===== src/rtl/stop_it_pkg.sv =====
// Shared types and constants for the Stop It game controller.
package stop_it_pkg;

  // Game phase, also exported on phase_o for display and debug.
  typedef enum logic [2:0] {
    IDLE  = 3'd0,
    ARMED = 3'd1,
    RUN   = 3'd2,
    WON   = 3'd3,
    LOST  = 3'd4
  } phase_e;

  localparam int TIME_W   = 5;
  localparam int STREAK_W = 4;
  // Wait counter covers up to 32 ticks without wrapping.
  localparam int WAIT_W   = $clog2(32 + 1);

  localparam logic [STREAK_W-1:0] STREAK_MAX = 4'd15;
  localparam logic [TIME_W-1:0]   TIME_MAX   = '1;

endpackage


===== src/rtl/stop_it_controller_if.sv =====
// Signal bundle between the game controller and its surroundings
// (buttons, LFSR, time counter, display).
// There is no valid/ready handshake here: buttons are synchronised,
// debounced levels and every other signal is a level sampled each clk_4_i
// cycle; the controller derives single-cycle press events internally.
interface stop_it_controller_if;
  logic       start_i;
  logic       stop_i;
  logic [4:0] target_i;
  logic [4:0] count_i;
  logic       timer_en_o;
  logic       timer_rst_no;
  logic [4:0] target_o;
  logic [2:0] phase_o;
  logic       win_o;
  logic       lose_o;
  logic [3:0] streak_o;

  // Environment side: drives buttons, random target and live count.
  modport master (
    output start_i, stop_i, target_i, count_i,
    input  timer_en_o, timer_rst_no, target_o, phase_o, win_o, lose_o, streak_o
  );

  // Controller side.
  modport slave (
    input  start_i, stop_i, target_i, count_i,
    output timer_en_o, timer_rst_no, target_o, phase_o, win_o, lose_o, streak_o
  );
endinterface


===== src/rtl/stop_it_controller_rise_detect.sv =====
// Rising-edge detector for a synchronised button level. The history flop
// resets to RESET_VAL so that a button held through reset release does not
// look like a fresh press.
module rise_detect #(
  parameter bit RESET_VAL = 1'b1
) (
  input  logic clk,
  input  logic rst_n,
  input  logic level,
  output logic rise
);

  logic prev;

  // History flop: previous cycle's level.
  always_ff @(posedge clk or negedge rst_n) begin
    if (!rst_n) prev <= RESET_VAL;
    else        prev <= level;
  end

  assign rise = level & ~prev;

endmodule


===== src/rtl/stop_it_controller.sv =====
// Stop It game controller: latches a random target on start, waits an
// arming delay, runs the time counter and grades the stop press against
// the live count. Drives win/lose and a saturating win streak.
module stop_it_controller
  import stop_it_pkg::*;
#(
  parameter int ARM_TICKS    = 8,
  parameter int RESULT_TICKS = 16
) (
  input  logic                 clk_4_i,
  input  logic                 rst_ni,
  stop_it_controller_if.slave  bus
);

  localparam logic [WAIT_W-1:0] ARM_LAST    = WAIT_W'(ARM_TICKS - 1);
  localparam logic [WAIT_W-1:0] RESULT_LAST = WAIT_W'(RESULT_TICKS - 1);

  phase_e                state_q, state_d;
  logic [TIME_W-1:0]     target_q, target_d;
  logic [STREAK_W-1:0]   streak_q, streak_d;
  logic [WAIT_W-1:0]     wait_q, wait_d;
  logic                  start_rise;
  logic                  stop_rise;

  rise_detect #(.RESET_VAL(1'b1)) u_start_rise (
    .clk   (clk_4_i),
    .rst_n (rst_ni),
    .level (bus.start_i),
    .rise  (start_rise)
  );

  rise_detect #(.RESET_VAL(1'b1)) u_stop_rise (
    .clk   (clk_4_i),
    .rst_n (rst_ni),
    .level (bus.stop_i),
    .rise  (stop_rise)
  );

  // State, target, streak and wait-counter registers.
  always_ff @(posedge clk_4_i or negedge rst_ni) begin
    if (!rst_ni) begin
      state_q  <= IDLE;
      target_q <= '0;
      streak_q <= '0;
      wait_q   <= '0;
    end else begin
      state_q  <= state_d;
      target_q <= target_d;
      streak_q <= streak_d;
      wait_q   <= wait_d;
    end
  end

  // Next-state logic: phase sequencing and grading of the stop press.
  always_comb begin
    state_d  = state_q;
    target_d = target_q;
    streak_d = streak_q;
    wait_d   = wait_q;
    case (state_q)
      IDLE: begin
        if (start_rise) begin
          target_d = bus.target_i;
          wait_d   = '0;
          state_d  = ARMED;
        end
      end
      ARMED: begin
        if (wait_q == ARM_LAST) begin
          wait_d  = '0;
          state_d = RUN;
        end else begin
          wait_d = wait_q + WAIT_W'(1);
        end
      end
      RUN: begin
        // A stop in the final count cycle is graded, not an overrun.
        if (stop_rise) begin
          wait_d = '0;
          if (bus.count_i == target_q) begin
            state_d  = WON;
            streak_d = (streak_q == STREAK_MAX) ? STREAK_MAX
                                                : streak_q + STREAK_W'(1);
          end else begin
            state_d  = LOST;
            streak_d = '0;
          end
        end else if (bus.count_i == TIME_MAX) begin
          wait_d   = '0;
          state_d  = LOST;
          streak_d = '0;
        end
      end
      WON, LOST: begin
        if (wait_q == RESULT_LAST) begin
          wait_d  = '0;
          state_d = IDLE;
        end else begin
          wait_d = wait_q + WAIT_W'(1);
        end
      end
      default: begin
        state_d = IDLE;
        wait_d  = '0;
      end
    endcase
  end

  // Outputs decode registered state only; the counter is held clear in
  // IDLE/ARMED and frozen (not cleared) in WON/LOST so the time stays shown.
  assign bus.timer_en_o   = (state_q == RUN);
  assign bus.timer_rst_no = (state_q == RUN) || (state_q == WON) || (state_q == LOST);
  assign bus.win_o        = (state_q == WON);
  assign bus.lose_o       = (state_q == LOST);
  assign bus.phase_o      = state_q;
  assign bus.target_o     = target_q;
  assign bus.streak_o     = streak_q;

endmodule

===== src/flat_wrapper.sv =====
// flat-port wrapper written by rule: the top's interface ports become plain ports
module stop_it_controller_flat import stop_it_pkg::*;
#(
  parameter int ARM_TICKS    = 8,
  parameter int RESULT_TICKS = 16
)
  (clk_4_i, rst_ni, bus_start_i, bus_stop_i, bus_target_i, bus_count_i, bus_timer_en_o, bus_timer_rst_no, bus_target_o, bus_phase_o, bus_win_o, bus_lose_o, bus_streak_o);
  stop_it_controller_if bus_i ();
  input  logic clk_4_i;
  input  logic rst_ni;
  input wire logic [$bits(bus_i.start_i)-1:0] bus_start_i;
  input wire logic [$bits(bus_i.stop_i)-1:0] bus_stop_i;
  input wire logic [$bits(bus_i.target_i)-1:0] bus_target_i;
  input wire logic [$bits(bus_i.count_i)-1:0] bus_count_i;
  output wire logic [$bits(bus_i.timer_en_o)-1:0] bus_timer_en_o;
  output wire logic [$bits(bus_i.timer_rst_no)-1:0] bus_timer_rst_no;
  output wire logic [$bits(bus_i.target_o)-1:0] bus_target_o;
  output wire logic [$bits(bus_i.phase_o)-1:0] bus_phase_o;
  output wire logic [$bits(bus_i.win_o)-1:0] bus_win_o;
  output wire logic [$bits(bus_i.lose_o)-1:0] bus_lose_o;
  output wire logic [$bits(bus_i.streak_o)-1:0] bus_streak_o;
  assign bus_i.start_i = bus_start_i;
  assign bus_i.stop_i = bus_stop_i;
  assign bus_i.target_i = bus_target_i;
  assign bus_i.count_i = bus_count_i;
  assign bus_timer_en_o = bus_i.timer_en_o;
  assign bus_timer_rst_no = bus_i.timer_rst_no;
  assign bus_target_o = bus_i.target_o;
  assign bus_phase_o = bus_i.phase_o;
  assign bus_win_o = bus_i.win_o;
  assign bus_lose_o = bus_i.lose_o;
  assign bus_streak_o = bus_i.streak_o;
  stop_it_controller #(.ARM_TICKS(ARM_TICKS), .RESULT_TICKS(RESULT_TICKS)) u_core (.clk_4_i(clk_4_i), .rst_ni(rst_ni), .bus(bus_i));
endmodule

===== config.mk =====
export PLATFORM = sky130hd
export DESIGN_NAME = stop_it_controller_flat
export DESIGN_NICKNAME = d
export VERILOG_FILES = /design/src/rtl/stop_it_pkg.sv /design/src/rtl/stop_it_controller_if.sv /design/src/rtl/stop_it_controller_rise_detect.sv /design/src/rtl/stop_it_controller.sv /design/src/flat_wrapper.sv
export SDC_FILE = /design/constraint.sdc
export NUM_CORES = 1
export LEC_CHECK = 0
export BUFFER_PORTS_ARGS = -buffer_cell sky130_fd_sc_hd__buf_2
export CAP_MARGIN = 10
export CELL_PAD_IN_SITES_DETAIL_PLACEMENT = 0
export CELL_PAD_IN_SITES_GLOBAL_PLACEMENT = 2
export CORE_MARGIN = 10
export CORE_UTILIZATION = 35
export CTS_BUF_LIST = sky130_fd_sc_hd__clkbuf_8
export DETAILED_ROUTE_END_ITERATION = 7
export PLACE_DENSITY = 0.92
export SKIP_LAST_GASP = 1
export SLEW_MARGIN = 10
export SYNTH_ARGS = -nofsm -noshare
export SYNTH_HDL_FRONTEND = slang
export SYNTH_SLANG_ARGS = --single-unit
export TNS_END_PERCENT = 30

===== constraint.sdc =====
create_clock -name clk_4_i -period 4.9 [get_ports clk_4_i]
set_input_delay 1.47 -clock clk_4_i [delete_from_list [all_inputs] [get_ports clk_4_i]]
set_output_delay 1.47 -clock clk_4_i [all_outputs]
set_load 0.05 [all_outputs]

-- Yosys cells after proc, flatten, opt, wreduce, memory -nomap -nowiden
Cells that the tools add are included.
W data, S select, Z words.
- bits in registers: 20
- logic and storage cells: 51
- input bits: 14
- equality and inequality tests: 13
- muxes and demuxes: 17
- bitwise operators: 4
- $add $sub $neg: 2
- reduce and logical (&&, ||, !) cells: 9
- operator list (operator ; number):
    $mux W6 ; 5
    $pmux W6 S4 ; 1
    $mux W3 ; 6
    $mux W4 ; 4
    $pmux W3 S4 ; 1
    $add A6 B1 Y6 const B ; 1
    $eq A3 B2 Y1 const B ; 2
    $eq A6 B3 Y1 const B ; 1
    $eq A6 B4 Y1 const B ; 1
    $ne A2 B1 Y1 const B ; 3
    $reduce_and A2 Y1 ; 3
    $eq A5 B5 Y1 ; 1
    $eq A5 B5 Y1 const B ; 1
    $add A4 B1 Y4 const B ; 1
    $eq A4 B4 Y1 const B ; 1
    $reduce_and A4 Y1 ; 1
    $eq A3 B1 Y1 const B ; 1
    $eq A3 B3 Y1 const B ; 1
    $logic_not A3 Y1 ; 1
    $ne A3 B1 Y1 const B ; 1
    $and A1 B1 Y1 ; 2
    $logic_or A1 B1 Y1 ; 2
    $not A1 Y1 ; 2
    $reduce_bool A2 Y1 ; 1
    $reduce_or A2 Y1 ; 1

-- Longest topological paths before layout
Gate-level depths: netlist of run 1.
- word-level depth: 4
- depth in mapped cells: 6
- gate-level depth less buffers: 6

-- Modules after synthesis
From an unflattened synthesis of run 1, not the netlist that was laid out.
- cells, all modules: 103
- area, all modules: 1104.8 um^2
- by module, submodules not included (module ; area each (um^2) ; times used ; cells each):
    stop_it_controller ; 1024.7 ; 1 ; 99
    rise_detect ; 40.0 ; 2 ; 2

-- Worst setup path after synthesis of run 1
No wires, ideal clock.
- path kind: register to output
- from: register u_core.state_q[2], in the netlist u_core.bus.phase_o[2]
- to: output bus_timer_rst_no
- setup slack: 1.301 ns
- buffers on the path: 0
- data arrival time: 2.129 ns
- stages on the path, launching flop included: 4
- cells stage by stage: dfrtp_1 > nand2b_1 > nor2_1 > o21bai_1
- RTL lines (what ; RTL line ; RTL):
    start: declaration ; stop_it_controller.sv:18 ; phase_e state_q, state_d;
    start signal: assignment ; stop_it_controller.sv:47 ; state_q <= state_d;
    $eq A3 B3 Y1 ; n/a ;
    net bus_lose_o ; flat_wrapper.sv:20 ; output wire logic [$bits(bus_i.lose_o)-1:0] bus_lose_o;
    $logic_or A1 B1 Y1 ; stop_it_controller.sv:112 ; assign bus.timer_rst_no = (state_q == RUN) || (state_q == WON) || (state_q == LOST);
    end: declaration ; flat_wrapper.sv:16 ; output wire logic [$bits(bus_i.timer_rst_no)-1:0] bus_timer_rst_no;
The timed path passes the listed nets, and every way through them passes these cells.

-- Final worst setup path of run 1
- from: register u_core.state_q[0], in the netlist u_core.bus.phase_o[0]
- to: output bus_win_o
- cells in the longest elaborated chain, start to end: 1
- ends and longest elaborated chain (what ; RTL line ; RTL):
    $eq A3 B2 Y1 ; stop_it_controller.sv:113 ; assign bus.win_o = (state_q == WON);
    end: declaration ; flat_wrapper.sv:19 ; output wire logic [$bits(bus_i.win_o)-1:0] bus_win_o;
Every way passes these cells.

==> results by group, run 1 <==
Critical path
  • Startpoint types: register
  • Slowest cell on the critical path: dfrtp_1
  • Worst Path Max Fanout: 8
  • CP endpoint kind: output port
  • Kind of critical path: register to output port
  • R2r worst-path depth: 6
  • CP max stage delay: 0.53 ns
  • Arrival time at the worst endpoint: 1.51 ns
  • CP Cell Sequence: nor2b_1, and2_1, buf_2
  • WP data required: 3.43 ns

Synthesis
  • Post-synth EDFFs: 0
  • Syn_nets: 126
  • Syn avg cell area: 10.1 um^2
  • Most common cell in the netlist: dfrtp_1
  • Synth warnings: 0
  • Synth Flop Type: dfrtp_1
  • Area leader, netlist: dfrtp_1
  • Synth top area cells: dfrtp_1, mux2_2, dfstp_2, nand2_1, xor2_1
  • Area share of the largest cell type after synthesis: 40.4%
  • Post-Syn Area: 1110 um^2
  • Syn Inst Count: 110
  • Ys async rst share: 100%
  • Post-synthesis register bit count: 20
  • Post-synth top cells: dfrtp_1, nand2_1, nor2_1
  • Distinct cells, synth: 36
  • Sequential cell area fraction in the yosys report: 45.2%

Cells and area
  • Area Overhead vs Synth: 20.9%
  • Share of layout cells above drive strength 1: 32.1%
  • Nets: 158
  • Ant diodes: 0

Routing
  • Final wirelength: 2.63 mm
  • Remaining antenna violation count after routing: 0
  • DR pass1 iterations: 5
  • Via count: 911
  • Routed vias/inst: 4.95
  • Initial DRC count: 26
  • Drt drc: 0
  • WL per Instance: 14.3 um

Floorplan
  • Starting density of the core: 36.5%
  • Die H: 76.4 um
  • Die width: 76.4 um
  • Row Count: 20
  • Boundary Pins: 30
  • Die area: 5840 um^2
  • Core region area: 3050 um^2

Clocking
  • Clock transition at path regs: 0.07 ns
  • Num CTS Buffers: 3
  • Sink Count: 20
  • Clk Tree Root Cell: clkbuf_8
  • Clock Latency Late Sink: 0.26 ns
  • Clock Tree Buf Depth: 2
  • Post-CTS sizing: 0
  • CTS tree: done
  • H-tree levels: 1
  • Hold Buf Count CTS: 0
  • Post-CTS Setup Inserts: 0

Global routing
  • Total track usage: 9.50%
  • First-pass GRT wire length: 4.61 mm
  • Number of global-route vias before repair: 989
  • Initial antenna violation count: 0
  • Pin count of the biggest net entering global routing: 21
  • Gr ovfl total: 0

Timing
  • Setup TNS: 0 ns
  • FMAX: 336 MHz
  • Hold Violations, Final: 0
  • Final setup viols: 0
  • Clock skew: 0.00546 ns
  • Fin Hold WS: 0.521 ns
  • Min cycle time layout: 2.98 ns
  • Ratio of final minimum period to clock period: 60.7%
  • Slew headroom: 69.2%
  • RSZ-0062 raised after global routing: no
  • Final Max Slew Viols: 0
  • Worst-Margin Slew: 0.463 ns

Outcome
  • Status: complete, no violations

Power and ir drop
  • Total chip power: 0.849 mW
  • Peak supply drop: 271 uV
  • Leak Pwr: 0.637 nW
  • Pwr Density: 631 nW/um^2

Run
  • Max-cap violations: 0

Placement
  • Post-detail-place hpwl: 2.10 mm
  • Port Buffer Count: 29
  • Gpl congestion: 0.761

Hold path
  • Worst Hold Class: register to register
  • WHS Path Cells: 1
## final cells by class
cell class / count / area, um^2
fillers: 326 / 1710
multi-input cells: 83 / 583
flip-flops and latches: 20 / 503
repair buffers: 29 / 145
well taps: 44 / 55.1
clock buffers: 3 / 41.3
inverters: 5 / 18.8
## cell usage in the layout, fill, tap and decap left out, types with 2 or more instances in the layout
cell and n:
dfrtp_1 18, nor2_1 9, nand3_1 5, ha_1 2
clkbuf_8 3, inv_1 4, dfstp_2 2, xnor2_1 2
nand2_1 10, xor2_1 4, nand2b_1 4, o22a_1 2
nor3_1 6, nor2b_1 4, a21o_1 2, a31oi_1 2
o21ai_1 4, mux2_2 5, a21oi_1 6, buf_2 29
a211o_1 2
## flip-flops by register name (all words and copies together), names as in the netlist
register	count
u_core.bus.streak_o	4
u_core.bus.target_o	5
u_core.wait_q	6
u_core.bus.phase_o	3
u_core.u_start_rise.prev	1
u_core.u_stop_rise.prev	1
## cells by family (layout without fill, tap and decap cells)
group	Yosys count	count (layout)	share of synthesized area [%]
flops	20	20	45.2
xor+xnor	6	6	4.72
buf+inv	7	37	2.47
mux	6	6	5.95
fa+ha+maj	2	2	2.25
simple gates	42	42	20.6
compound gates	27	27	18.9
## through the flow
stage | cell area, um^2 | setup WS (ns) | util [%] | cells
after floorplan | 1110 | 1.30 | - | 110
after global placement | 1310 | 2.04 | 42.7 | 181
after detailed placement | 1310 | 2.00 | 42.7 | 181
after CTS | 1350 | 1.91 | 44.1 | 184
after global routing | 1350 | 1.83 | 44.1 | 184
final | 1350 | 1.92 | 44.1 | 184
## worst paths after layout
path | startpoint | slack, ns | endpoint
hold reg to reg | u_core.wait_q[0] | 0.52 | u_core.wait_q[0]
hold / removal | u_core.wait_q[0] | 0.52 | u_core.wait_q[0]
setup / recovery | u_core.bus.phase_o[0] | 1.92 | bus_win_o
max in group asynchronous | rst_ni | 3.40 | u_core.u_stop_rise.prev
setup reg to reg | u_core.wait_q[0] | 3.05 | u_core.wait_q[4]
min in group asynchronous | rst_ni | 1.15 | u_core.bus.target_o[4]
## per-layer routing
layer  part of all wire (%)  routed length, um  up-vias  track usage (%)
met3                    4.5                119        4             3.77
met4                    1.1                 29        0             2.23
met5                      0                  0        -                0
met1                     45               1180      436             10.6
met2                     49               1300       17             16.4
li1                       -                  -      454                -
## worst max-delay path, delay by kind of cell (launching register included)
| kind | cells | cell delay [ns] |
|---|---|---|
| buffers and inverters | 1 | 0.26 |
| DFF | 1 | 0.53 |
| and+or+nand+nor | 2 | 0.46 |
## where the power goes
group	internal [mW]	leakage [nW]	switching [mW]
Combinational	0.140	0.361	0.324
Clock	0.0547	0.0216	0.0512
Sequential	0.213	0.254	0.0671
Total	0.407	0.637	0.442
Note: power is estimated with default switching activity, not from simulation.
==> run 2, diff against run 1 <==
--- a/config.mk
+++ b/config.mk
@@ -10,10 +10,10 @@
 export CELL_PAD_IN_SITES_DETAIL_PLACEMENT = 0
 export CELL_PAD_IN_SITES_GLOBAL_PLACEMENT = 2
 export CORE_MARGIN = 10
-export CORE_UTILIZATION = 35
+export CORE_UTILIZATION = 33
 export CTS_BUF_LIST = sky130_fd_sc_hd__clkbuf_8
 export DETAILED_ROUTE_END_ITERATION = 7
-export PLACE_DENSITY = 0.92
+export PLACE_DENSITY = 0.87
 export SKIP_LAST_GASP = 1
 export SLEW_MARGIN = 10
 export SYNTH_ARGS = -nofsm -noshare
==> constraint.sdc (replaced) <==
create_clock -name clk_4_i -period 2.8 [get_ports clk_4_i]
set_input_delay 0.84 -clock clk_4_i [delete_from_list [all_inputs] [get_ports clk_4_i]]
set_output_delay 0.84 -clock clk_4_i [all_outputs]
set_load 0.05 [all_outputs]
==> run 2 against run 1 <==
Combinational power is 81% higher. Via count is 0.66% lower. Core utilization is 2.1 points lower. Count of clock-buffer cells in the layout stayed put. Worst setup slack worse by 1.5 ns. Flip-flop and latch count stayed put. Die area is 4.5% higher. Global-route usage is 0.88 points lower. Critical endpoint unchanged. Largest cell class unchanged.
==> results by group, run 2 (synthesis gave the netlist of run 1 again) <==
Placement
  • Gpl congestion: 0.728 (-4.4%)
  • Post-detail-place hpwl: 1.98 mm (-5.5%)
  • Port Buffer Count: 29 (unchanged)
  • Pre-CTS setup slack: 0.540 ns (-1.46 ns)

Routing
  • DR pass1 iterations: 4 (-1)
  • Routed vias/inst: 4.81 (-2.8%)
  • Drt drc: 0 (unchanged)
  • Via count: 905 (-0.66%)
  • WL per Instance: 13.3 um (-7.0%)
  • Final wirelength: 2.50 mm (-5.0%)
  • Initial DRC count: 28 (+7.7%)
  • Remaining antenna violation count after routing: 0 (unchanged)

Critical path
  • WP data required: 1.96 ns (-1.47 ns)
  • Worst R2R Start: u_core.wait_q[0]
  • Kind of critical path: register to output port
  • R2R setup slack: 0.98 ns (-2.07 ns)
  • R2r worst-path depth: 6 (unchanged)
  • R2r endpoint: u_core.wait_q[3]
  • CP endpoint kind: output port
  • Startpoint types: register
  • Worst Path Max Fanout: 8 (unchanged)
  • Arrival time at the worst endpoint: 1.51 ns (about the same)
  • Critical path origin: u_core.bus.phase_o[0]

Floorplan
  • Row Count: 21 (+5.0%)
  • Boundary Pins: 30 (unchanged)
  • Die H: 78.1 um (+2.2%)
  • Die area: 6100 um^2 (+4.5%)
  • Starting density of the core: 33.6% (-2.8 points)
  • Core region area: 3310 um^2 (+8.4%)
  • Die width: 78.1 um (+2.2%)

Cells and area
  • Biggest register: u_core.wait_q
  • Max FFs per register: 6 (unchanged)
  • Leading cell types in the layout, fill and taps excluded: buf_2, dfrtp_1, nand2_1
  • Area of the multi-input gates: 586 um^2 (+0.43%)
  • Register area: 503 um^2 (unchanged)
  • Most common cell after layout, fill and taps aside: buf_2
  • Ant diodes: 0 (unchanged)
  • Area Overhead vs Synth: 24.7%
  • Nets: 159 (+0.63%)
  • Fillcell total: 342 (+4.9%)
  • Share of layout cells above drive strength 1: 33.8% (+1.7 points)

Power and ir drop
  • Comb power frac: 52.2% (-2.4 points)
  • P_sw: 0.785 mW (+78%)
  • Net Sw Frac: 49.0% (-3.1 points)
  • Clk network pwr share: 18.4% (+5.9 points)
  • Reg power frac: 29.4% (-3.5 points)
  • Peak supply drop: 723 uV (+170%)
  • Pwr Density: 1150 nW/um^2 (+83%)
  • Leak Pwr: 0.655 nW (+2.9%)
  • Pint: 0.817 mW (+100%)

Timing
  • Worst-Margin Slew: 0.462 ns (-0.00115 ns)
  • Slew headroom: 69.0% (-0.16 points)
  • Min cycle time layout: 2.35 ns
  • Clock skew: 0.00467 ns (-0.000784 ns)
  • RSZ-0062 raised after global routing: no
  • Final worst slack: 0.451 ns (-1.47 ns)
  • Ratio of final minimum period to clock period: 83.9%
  • Final Max Slew Viols: 0 (unchanged)
  • Hold Violations, Final: 0 (unchanged)
  • Final setup viols: 0 (unchanged)
  • Setup TNS: 0 ns (unchanged)
  • FMAX: 426 MHz

Global routing
  • Total track usage: 8.61% (-0.88 points)
  • Number of global-route vias before repair: 914 (-7.6%)
  • Initial antenna violation count: 0 (unchanged)
  • First-pass GRT wire length: 4.30 mm (-6.7%)
  • Pin count of the biggest net entering global routing: 21 (unchanged)
  • Gr ovfl total: 0 (unchanged)

Clocking
  • H-tree levels: 1 (unchanged)
  • Hold Buf Count CTS: 0 (unchanged)
  • CTS tree: done
  • Post-CTS Setup Inserts: 0 (unchanged)
  • Clock transition at path regs: 0.08 ns (about the same)
  • Sink Count: 20 (unchanged)
  • Clock Tree Buf Depth: 2 (unchanged)
  • Clk Tree Root Cell: clkbuf_8
  • Clock Latency Late Sink: 0.27 ns (about the same)
  • Num CTS Buffers: 3 (unchanged)
  • Post-CTS sizing: 0 (unchanged)

Hold path
  • Worst Hold Class: input pin to asynchronous set/reset pin

Outcome
  • Status: complete, no violations

Run
  • Max-cap violations: 0 (unchanged)
[run 2: cell count changes in the layout (fill, tap and decap cells not counted)]
cell       before  now
nor2_1          9    8
bufinv_16       0    1
buf_4           0    1
nor2_2          0    1
[run 2: per-layer routing]
metal | global-route usage, % | share of wire (%)
met1 | 10.3 | 43
met2 | 13.2 | 48
met3 | 2.51 | 5.6
met4 | 5.38 | 3.0
met5 | 0 | 0
[run 2: power groups by stage]
stage / clock, mW / sequential [mW] / combinational, mW
2_1_floorplan: 0 / 0.665 / 0.456
3_3_place_gp: 0 / 0.473 / 0.840
3_5_place_dp: 0 / 0.477 / 0.847
4_1_cts: 0.303 / 0.472 / 0.848
5_1_grt: 0.317 / 0.489 / 0.909
6_report: 0.295 / 0.471 / 0.836
[run 2: metrics by stage]
stage / util [%] / area (um^2) / total power, mW / std cells / hold WS (ns)
floorplan: - / 1120 / 1.12 / 110 / 0.476
global placement: 39.8 / 1320 / 1.31 / 184 / 0.496
detailed placement: 39.8 / 1320 / 1.32 / 184 / 0.509
CTS: 42.0 / 1390 / 1.62 / 188 / 0.520
global route: 42.0 / 1390 / 1.71 / 188 / 0.531
finish: 42.0 / 1390 / 1.60 / 188 / 0.507
[run 2: final cells by class]
type                    instances  share of cell area [%]
clock inverters                 1                    2.16
clock buffers                   3                    2.97
flip-flops and latches         20                    36.2
inverters                       5                    1.35
repair buffers                 30                    11.0
well taps                      46                    4.14
multi-input cells              83                    42.2
[run 2: worst max-delay path by stage]
stage	end	slack, ns	cells past startpoint
4_1_cts	bus_win_o	0.44	3
2_1_floorplan	bus_timer_rst_no	0.07	3
5_1_grt	bus_win_o	0.34	3
6_report	bus_win_o	0.45	3
3_5_place_dp	u_core.bus.phase_o[0]	0.54	6
3_3_place_gp	u_core.bus.phase_o[0]	0.57	6
[run 2: worst max-delay path, cell delays in order, from the launching register on]
cell and delay [ns]:
dfrtp_1 0.52, nor2b_1 0.29, and2_1 0.17, buf_2 0.26
